File: src/rtl/debounce_ctrl.sv
// debounce_ctrl
//   Multi-channel contact debouncer with a round-robin edge-event output.
//   A prescaler produces one sample tick every PRESCALE clocks. On each tick
//   every channel compares its sample with its debounced level; STABLE_CNT
//   consecutive differing samples toggle the level and latch a pending edge
//   event. Pending events are offered one at a time over a valid/ready
//   handshake, arbitrated round-robin.
//
//   Optional build macro: DEBOUNCE_SYNC2_EN -- inserts a 2-flop synchronizer
//   (reset to 0) on data ahead of sampling. Undefined: data is sampled raw.
//
// Ports
//   clk          rising-edge clock
//   reset        synchronous, active-high reset
//   data         raw contact inputs, one bit per channel
//   level        debounced level per channel
//   sample_tick  one-cycle pulse on each sampling instant
//   evt_valid    an edge event is offered
//   evt_ready    consumer accepts the offered event
//   evt_ch       channel index of the offered event
//   evt_rise     1 = rising (press), 0 = falling (release)
//   evt_ovf      sticky: an undelivered event was overwritten
module debounce_ctrl #(
  parameter int unsigned CH_NUM     = 4,
  parameter int unsigned PRESCALE   = 1000,
  parameter int unsigned STABLE_CNT = 11
) (
  input  logic                      clk,
  input  logic                      reset,
  input  logic [CH_NUM-1:0]         data,
  output logic [CH_NUM-1:0]         level,
  output logic                      sample_tick,
  output logic                      evt_valid,
  input  logic                      evt_ready,
  output logic [$clog2(CH_NUM)-1:0] evt_ch,
  output logic                      evt_rise,
  output logic                      evt_ovf
);

  localparam int unsigned CH_W  = $clog2(CH_NUM);
  localparam int unsigned PS_W  = $clog2(PRESCALE);
  localparam int unsigned CNT_W = $clog2(STABLE_CNT + 1);

  typedef enum logic {
    ST_IDLE,
    ST_OFFER
  } state_t;

  // Round-robin search: first set bit of req starting at index start,
  // wrapping modulo CH_NUM. Result is {found, index}.
  function automatic logic [CH_W:0] rr_pick(input logic [CH_NUM-1:0] req,
                                            input int unsigned       start);
    logic [CH_W:0] res;
    int unsigned   idx;
    res = '0;
    for (int unsigned i = 0; i < CH_NUM; i++) begin
      idx = (start + i) % CH_NUM;
      if (!res[CH_W] && req[idx]) begin
        res = {1'b1, CH_W'(idx)};
      end
    end
    return res;
  endfunction

  // ---------------------------------------------------------------------
  // Sample source
  // ---------------------------------------------------------------------
  logic [CH_NUM-1:0] samp;

`ifdef DEBOUNCE_SYNC2_EN
  logic [CH_NUM-1:0] sync1_q, sync1_d;
  logic [CH_NUM-1:0] sync2_q, sync2_d;

  always_comb begin
    sync1_d = data;
    sync2_d = sync1_q;
  end

  always_ff @(posedge clk) begin
    if (reset) begin
      sync1_q <= '0;
      sync2_q <= '0;
    end else begin
      sync1_q <= sync1_d;
      sync2_q <= sync2_d;
    end
  end

  assign samp = sync2_q;
`else
  assign samp = data;
`endif

  // ---------------------------------------------------------------------
  // State
  // ---------------------------------------------------------------------
  logic [PS_W-1:0]   prsc_q, prsc_d;
  logic              tick_q, tick_d;
  logic [CNT_W-1:0]  cnt_q [CH_NUM];
  logic [CNT_W-1:0]  cnt_d [CH_NUM];
  logic [CH_NUM-1:0] level_q, level_d;
  logic [CH_NUM-1:0] pend_q, pend_d;
  logic [CH_NUM-1:0] edge_q, edge_d;
  logic [CH_NUM-1:0] evt_set;
  state_t            state_q, state_d;
  logic              evt_valid_q, evt_valid_d;
  logic [CH_W-1:0]   evt_ch_q, evt_ch_d;
  logic              evt_rise_q, evt_rise_d;
  logic              ovf_q, ovf_d;
  logic [CH_W-1:0]   rr_q, rr_d;

  logic              hs;
  logic [CH_NUM-1:0] clr;
  logic [CH_W:0]     pick_idle;
  logic [CH_W:0]     pick_next;

  // ---------------------------------------------------------------------
  // Prescaler: tick_q is high exactly while prsc_q == PRESCALE-1.
  // ---------------------------------------------------------------------
  always_comb begin
    if (prsc_q == PS_W'(PRESCALE - 1)) begin
      prsc_d = '0;
    end else begin
      prsc_d = prsc_q + 1'b1;
    end
    tick_d = (prsc_d == PS_W'(PRESCALE - 1));
  end

  // ---------------------------------------------------------------------
  // Per-channel stability counters. A counter sits at most at
  // STABLE_CNT-1; the sample that would reach STABLE_CNT toggles the
  // level and clears it instead, so it never wraps.
  // ---------------------------------------------------------------------
  always_comb begin
    level_d = level_q;
    evt_set = '0;
    for (int unsigned c = 0; c < CH_NUM; c++) begin
      cnt_d[c] = cnt_q[c];
      if (tick_q) begin
        if (samp[c] != level_q[c]) begin
          if (cnt_q[c] == CNT_W'(STABLE_CNT - 1)) begin
            level_d[c] = ~level_q[c];
            cnt_d[c]   = '0;
            evt_set[c] = 1'b1;
          end else begin
            cnt_d[c] = cnt_q[c] + 1'b1;
          end
        end else begin
          cnt_d[c] = '0;
        end
      end
    end
  end

  // ---------------------------------------------------------------------
  // Pending flags, overflow and output FSM.
  // The offered evt_rise is captured at grant time, so a later overwrite
  // of the channel's edge does not disturb the offer in flight.
  // ---------------------------------------------------------------------
  always_comb begin
    hs  = evt_valid_q && evt_ready;
    clr = hs ? (CH_NUM'(1) << evt_ch_q) : '0;

    pend_d = (pend_q & ~clr) | evt_set;
    for (int unsigned c = 0; c < CH_NUM; c++) begin
      edge_d[c] = evt_set[c] ? level_d[c] : edge_q[c];
    end
    // A new event on a flag that is still pending and not being consumed
    // this cycle loses the earlier edge.
    ovf_d = ovf_q | (|(evt_set & pend_q & ~clr));

    pick_idle = rr_pick(pend_q, (32'(rr_q) + 32'd1) % CH_NUM);
    pick_next = rr_pick(pend_q & ~clr, (32'(evt_ch_q) + 32'd1) % CH_NUM);

    state_d     = state_q;
    evt_valid_d = evt_valid_q;
    evt_ch_d    = evt_ch_q;
    evt_rise_d  = evt_rise_q;
    rr_d        = rr_q;

    case (state_q)
      ST_IDLE: begin
        if (pick_idle[CH_W]) begin
          state_d     = ST_OFFER;
          evt_valid_d = 1'b1;
          evt_ch_d    = pick_idle[CH_W-1:0];
          evt_rise_d  = edge_q[pick_idle[CH_W-1:0]];
        end
      end
      ST_OFFER: begin
        if (hs) begin
          rr_d = evt_ch_q;
          if (pick_next[CH_W]) begin
            evt_ch_d   = pick_next[CH_W-1:0];
            evt_rise_d = edge_q[pick_next[CH_W-1:0]];
          end else begin
            state_d     = ST_IDLE;
            evt_valid_d = 1'b0;
          end
        end
      end
      default: begin
        state_d     = ST_IDLE;
        evt_valid_d = 1'b0;
      end
    endcase
  end

  always_ff @(posedge clk) begin
    if (reset) begin
      prsc_q      <= '0;
      tick_q      <= 1'b0;
      for (int unsigned c = 0; c < CH_NUM; c++) begin
        cnt_q[c] <= '0;
      end
      level_q     <= '0;
      pend_q      <= '0;
      edge_q      <= '0;
      state_q     <= ST_IDLE;
      evt_valid_q <= 1'b0;
      evt_ch_q    <= '0;
      evt_rise_q  <= 1'b0;
      ovf_q       <= 1'b0;
      rr_q        <= CH_W'(CH_NUM - 1);
    end else begin
      prsc_q      <= prsc_d;
      tick_q      <= tick_d;
      for (int unsigned c = 0; c < CH_NUM; c++) begin
        cnt_q[c] <= cnt_d[c];
      end
      level_q     <= level_d;
      pend_q      <= pend_d;
      edge_q      <= edge_d;
      state_q     <= state_d;
      evt_valid_q <= evt_valid_d;
      evt_ch_q    <= evt_ch_d;
      evt_rise_q  <= evt_rise_d;
      ovf_q       <= ovf_d;
      rr_q        <= rr_d;
    end
  end

  assign level       = level_q;
  assign sample_tick = tick_q;
  assign evt_valid   = evt_valid_q;
  assign evt_ch      = evt_ch_q;
  assign evt_rise    = evt_rise_q;
  assign evt_ovf     = ovf_q;

endmodule

File: config.mk
export PLATFORM = sky130hd
export DESIGN_NAME = debounce_ctrl
export DESIGN_NICKNAME = d
export VERILOG_FILES = /design/src/rtl/debounce_ctrl.sv
export SDC_FILE = /design/constraint.sdc
export NUM_CORES = 1
export LEC_CHECK = 0
export BUFFER_PORTS_ARGS = -buffer_cell sky130_fd_sc_hd__clkbuf_2
export CAP_MARGIN = 40
export CORE_ASPECT_RATIO = 1.4
export CORE_MARGIN = 3
export CORE_UTILIZATION = 40
export DETAILED_ROUTE_END_ITERATION = 16
export GPL_TIMING_DRIVEN = 0
export REMOVE_ABC_BUFFERS = 1
export SLEW_MARGIN = 10
export SYNTH_ARGS = -nofsm -noshare
export SYNTH_HDL_FRONTEND = slang
export SYNTH_SLANG_ARGS = --single-unit
File: constraint.sdc
create_clock -name clk -period 3 [get_ports clk]
set_input_delay 0.6 -clock clk [delete_from_list [all_inputs] [get_ports clk]]
set_output_delay 0.6 -clock clk [all_outputs]
set_load 0.05 [all_outputs]
* Yosys cells after proc, flatten, opt, wreduce, memory -nomap -nowiden
Memories as Yosys holds them, arrays and structs flattened.
Index checks and enable logic that the tools add are counted.
** Operators by class
- Bitwise gates (word level) :: 15
- $lt $le $gt $ge :: 10
- Shift-type cells :: 1
- Multiplexer cells :: 89
- Reduce and logical (&&, ||, !) cells :: 17
- Equal/unequal tests :: 14
- Add/subtract/negate cells :: 13
** Operators by type and width (number)
- 4-bit two-way mux :: 17
- 1-bit two-way mux :: 46
- 2-bit by 3-bit < comparator with 1-bit output (second input constant) :: 10
- 3-bit two-way mux :: 8
- 1-bit binary-select mux with 2-bit select :: 10
- 10-bit equality test (second input constant) :: 2
- 4-bit by 1-bit adder with 4-bit output (second input constant) :: 4
- 4-bit equality test (second input constant) :: 4
- 4-bit AND :: 3
- 10-bit by 1-bit adder with 10-bit output (second input constant) :: 1
- 10-bit two-way mux :: 1
- 2-bit by 1-bit adder with 2-bit output (second input constant) :: 4
- 2-bit adder (second input constant) :: 4
- 1-bit logical AND :: 7
- 1-bit zero test :: 6
- 2-bit two-way mux :: 3
- 1-bit one-hot mux with 2 select lines :: 3
- 3-bit AND reduction :: 2
- 1-bit inverter :: 5
- 1-bit OR :: 5
- 1-bit inequality test :: 4
- 2-bit by 1-bit inequality test with 1-bit output (second input constant) :: 2
- 2-bit inequality test (second input constant) :: 2
- 4-bit inverter :: 1
- other kinds (5) :: 5
** Storage, ports and cells
- Bits of input ports :: 7
- Output and inout bits :: 10
- Register bits after elaboration :: 31
- Memory bits (writable) :: 16
- Word-level logic and storage cells :: 174
- Memories kept :: 1
** Memory list
- cnt_q :: depth 4, width 4, rd ports 4, clocked after Yosys merged registers in 0, wr ports 4, line 99 : logic [CNT_W-1:0] cnt_q [CH_NUM];

* Depth between registers and ports, before layout
- Word-level depth :: 21
- Depth in mapped cells :: 9
- Gate-level depth less buffers :: 9

* Worst setup path after synthesis
Ideal clock, no wire load.
- Kind :: register to register
- Start :: reg evt_ch_q[0] (netlist: evt_ch[0])
- End :: reg evt_rise_q (netlist: evt_rise)
- Setup slack :: 454 ps
- Buffers on the path :: 0
- Stages on the path, launching flop included :: 9
- Library setup time :: 84 ps
- Arrival :: 2462 ps
- Clock period less this slack :: 2546 ps
- Data required time :: 2916 ps
- Cells stage by stage :: dfxtp_1 inv_2 ha_1 and3_1 a21oi_1 o21bai_1 a211oi_2 mux2_2 o31ai_2
** Between the ends
- Cells in the longest elaborated chain, start to end :: 21
- Elaborated cells on any way between the ends :: 33
- Those cells by class :: add/sub: 4; eq/ne: 1; shift: 1; mux: 18; bitwise: 2; reduce/logical: 7
** RTL lines
- from (decl) :: line 107 : logic [CH_W-1:0] evt_ch_q, evt_ch_d;
- from (signal assigned) :: line 236 : evt_ch_q <= evt_ch_d;
- branches (longest 15 deep; another with 2-bit by 1-bit adder with 2-bit output)
- 3-bit two-way mux (*) :: line 58 : if (!res[CH_W] && req[idx]) begin
- 1-bit binary-select mux with 2-bit select :: line 195 : evt_rise_d = edge_q[pick_next[CH_W-1:0]];
- 1-bit two-way mux (not written as such) :: line 195
- 1-bit two-way mux :: line 193 : if (pick_next[CH_W]) begin
- 1-bit two-way mux :: line 191 : if (hs) begin
- 1-bit one-hot mux with 2 select lines :: line 181 : case (state_q)
- to (signal assigned) :: line 237 : evt_rise_q <= evt_rise_d;
- to (decl) :: line 108 : logic evt_rise_q, evt_rise_d;
Mark *: on every way between the ends. The select of a mux whose other input is x is not followed.
A chain may end at the register's enable or synchronous reset.

* Worst setup path in the final report
Ends and elaborated chain as after synthesis.

==> flow_metrics.env <==
export IMPL_min_path_type="flip-flop to flip-flop"
export IMPL_grt_overflow_total=0
export IMPL_finish_instance_area_um2=2771
export IMPL_reg2reg_depth=8
export IMPL_synth_area_leaders="dfxtp_1 37%, nor2_1 7.3%, ha_1 7.0%"
export IMPL_track_usage_pct=14.95
export IMPL_rows=33
export IMPL_path_max_fanout=6
export IMPL_synth_cell_types=49
export IMPL_start_util_pct=42.03
export IMPL_grt_pass1_vias=1961
export IMPL_layout_drive_gt1_share_pct=12.62
export IMPL_tightestPinTransition_ps=809.2
export IMPL_cts_setup_buffers=0
export IMPL_io_buffer_count=16
export IMPL_power_density_nw_per_um2=411.4
export IMPL_cts_tree="yes"
export IMPL_vias_per_cell=5.319
export IMPL_skew_ps=7.480
export IMPL_root_buffer="clkbuf_8"
export IMPL_cts_htree_levels=2
export IMPL_yosysTopAreaCell="dfxtp_1"
export IMPL_synth_ff_type="dfxtp_1"
export IMPL_vias=2101
export IMPL_outcome="finished clean"
export IMPL_gp_congestion=0.8051
export IMPL_routed_wl_um=5078
export IMPL_critPathKind="flip-flop to flip-flop"
export IMPL_yosysSeqAreaShare_pct=37.39
export IMPL_p_total_mw=1.140
export IMPL_clockBufferDepth=2
export IMPL_post_route_min_period_ps=2419
export IMPL_worstPathRequired_ps=3220
export IMPL_final_nets=345
export IMPL_core_area_um2=5987
export IMPL_drc=0
export IMPL_cp_start_kind="flip-flop"
export IMPL_dieArea_um2=7291
export IMPL_drt_pass1_iter_count=4
export IMPL_end_kind="flip-flop"
export IMPL_die_x_um=73.03
export IMPL_yosys_warnings=0
export IMPL_areaGrowthSynthToFinish_pct=10.14
export IMPL_instances_no_fill=395
export IMPL_rsz0062_at_grt="no"
export IMPL_fp_dieH_um=99.84
export IMPL_cts_sinks=47
export IMPL_clk_latency_ps=300
export IMPL_hold_viol=0
export IMPL_numCtsBuffers=5
export IMPL_synth_edff_count=0
export IMPL_grt_pass1_wl_um=8728
export IMPL_hpwl_um=3862
export IMPL_cts_hold_buffers=0
export IMPL_async_flop_share_pct=0
export IMPL_max_freq_mhz=413.3
export IMPL_setup_tns_ps=0
export IMPL_fin_crit_sh_pct=80.65
export IMPL_ys_ff_latch=47
export IMPL_power_leakage_nw=1.048
export IMPL_max_slew_margin_pct=45.98
export IMPL_syn_avg_cell_area_um2=8.143
export IMPL_ctsResizeCount=0
export IMPL_antennaDiodeCount=0
export IMPL_synth_top_area_share_pct=37.39
export IMPL_ios=17
export IMPL_min_path_cells=1
export IMPL_antenna_found_initial=0
export IMPL_clk_pin_slew_worst_paths_ps=90
export IMPL_syn_inst=309
export IMPL_placed_cells=387
export IMPL_peakVddDrop_uv=323.8
export IMPL_antenna_left=0
export IMPL_drv_cap=0
export IMPL_postLayoutCoreUtil_pct=46.29
export IMPL_wl_per_cell_um=12.86
export IMPL_setup_viol=0
export IMPL_synth_area_um2=2516
export IMPL_cp_arrival_ps=2640
export IMPL_place_area_um2=2654
export IMPL_drtIter0Drc=46
export IMPL_drv_slew=0
export IMPL_grt_max_degree=34
==> metal layers <==
layer	global-route usage [%]	vias to the layer above	wire [um]
met5	0	-	0
met4	6.108	0	96
met3	3.206	9	129
met2	27.15	25	2718
met1	16.35	968	2133
li1	-	1099	-
==> kinds of logic (layout without fill, tap and decap cells) <==
kind of cell               count (synthesis)  in the layout  share of synthesized area, %
xor gates and xnor gates                  14             14                         4.873
buffers and inverters                     23             39                         3.481
adders and majority gates                 14             14                         6.962
muxes                                      8              8                         3.232
and+or+nand+nor                          129            129                         25.01
AOI/OAI and AO/OA                         74             74                         19.04
DFF                                       47             47                         37.39
==> worst max-delay path, cell delays in order (launching register included) <==
cell	delay, ps
dfxtp_1	470
inv_2	130
ha_1	420
and3_1	220
a21oi_1	120
o21bai_1	80
a211oi_2	310
mux2_2	380
o31ai_2	200
==> synth_stat cells (all sizes together), types with 2 or more instances <==
cell type / instances
nor2: 49
dfxtp: 47
a21oi: 32
nand2: 24
nand3: 17
ha: 14
inv: 14
o21ai: 13
nand2b: 9
clkbuf: 8
xor2: 8
mux2i: 7
xnor2: 6
a211oi: 5
nor2b: 5
a21o: 4
and3: 4
nor3: 4
nor3b: 4
a41oi: 3
o211ai: 3
o22ai: 3
o31ai: 3
or2: 3
a22oi: 2
nand4: 2
nor4: 2
or3: 2
==> through the flow <==
stage               setup slack, ps  hold slack (ps)
floorplan                     454.0            452.5
global placement              590.2            479.7
detailed placement            569.2            489.8
CTS                           545.0            507.7
global route                  432.8            542.7
finish                        580.6            504.1
==> where the power goes <==
part,internal [mW],switching (mW),leakage [nW],total [mW]
Combinational,0.0113,0.0237,0.607,0.0350
Sequential,0.626,0.00456,0.379,0.631
Clock,0.270,0.205,0.0612,0.474
==> area by class of cell <==
cell class	count	area (um2)
flip-flops and latches	47	940.9
fillers	593	3216
well taps	70	87.58
clock inverters	2	35.03
repair buffers	17	85.08
inverters	14	52.55
multi-input cells	239	1488
clock buffers	6	82.58
==> path summary, 6_finish.rpt <==
check        startpoint        end  slack [ps]
min reg2reg   prsc_q[0]  prsc_q[0]         500
min           prsc_q[0]  prsc_q[0]         500
max reg2reg   evt_ch[0]   evt_rise         580
max           evt_ch[0]   evt_rise         580
==> state kept, by name (all words and copies together) (netlist names) <==
| register | count |
|---|---|
| cnt_q | 16 |
| evt_valid | 1 |
| rr_q | 2 |
| evt_ovf | 1 |
| pend_q | 4 |
| sample_tick | 1 |
| prsc_q | 10 |
| edge_q | 4 |
| level | 4 |
| evt_rise | 1 |
| state_q | 1 |
| evt_ch | 2 |
==> placed cells by master (no fill, tap or decap), types with 3 or more instances in the layout <==
master,Yosys,final
nor2_1,49,49
dfxtp_1,47,47
a21oi_1,32,32
nand2_1,24,24
nand3_1,16,16
clkbuf_2,0,16
ha_1,14,14
inv_1,11,11
o21ai_0,11,11
nand2b_1,9,9
xor2_1,8,8
mux2i_1,7,7
xnor2_1,6,6
clkbuf_8,0,6
nor2b_1,5,5
and3_1,4,4
nor3_1,4,4
nor3b_1,4,4
inv_2,3,3
or2_2,3,3
o22ai_1,3,3
a21o_1,3,3
a211oi_1,3,3
(Power assumes the default switching activity.)
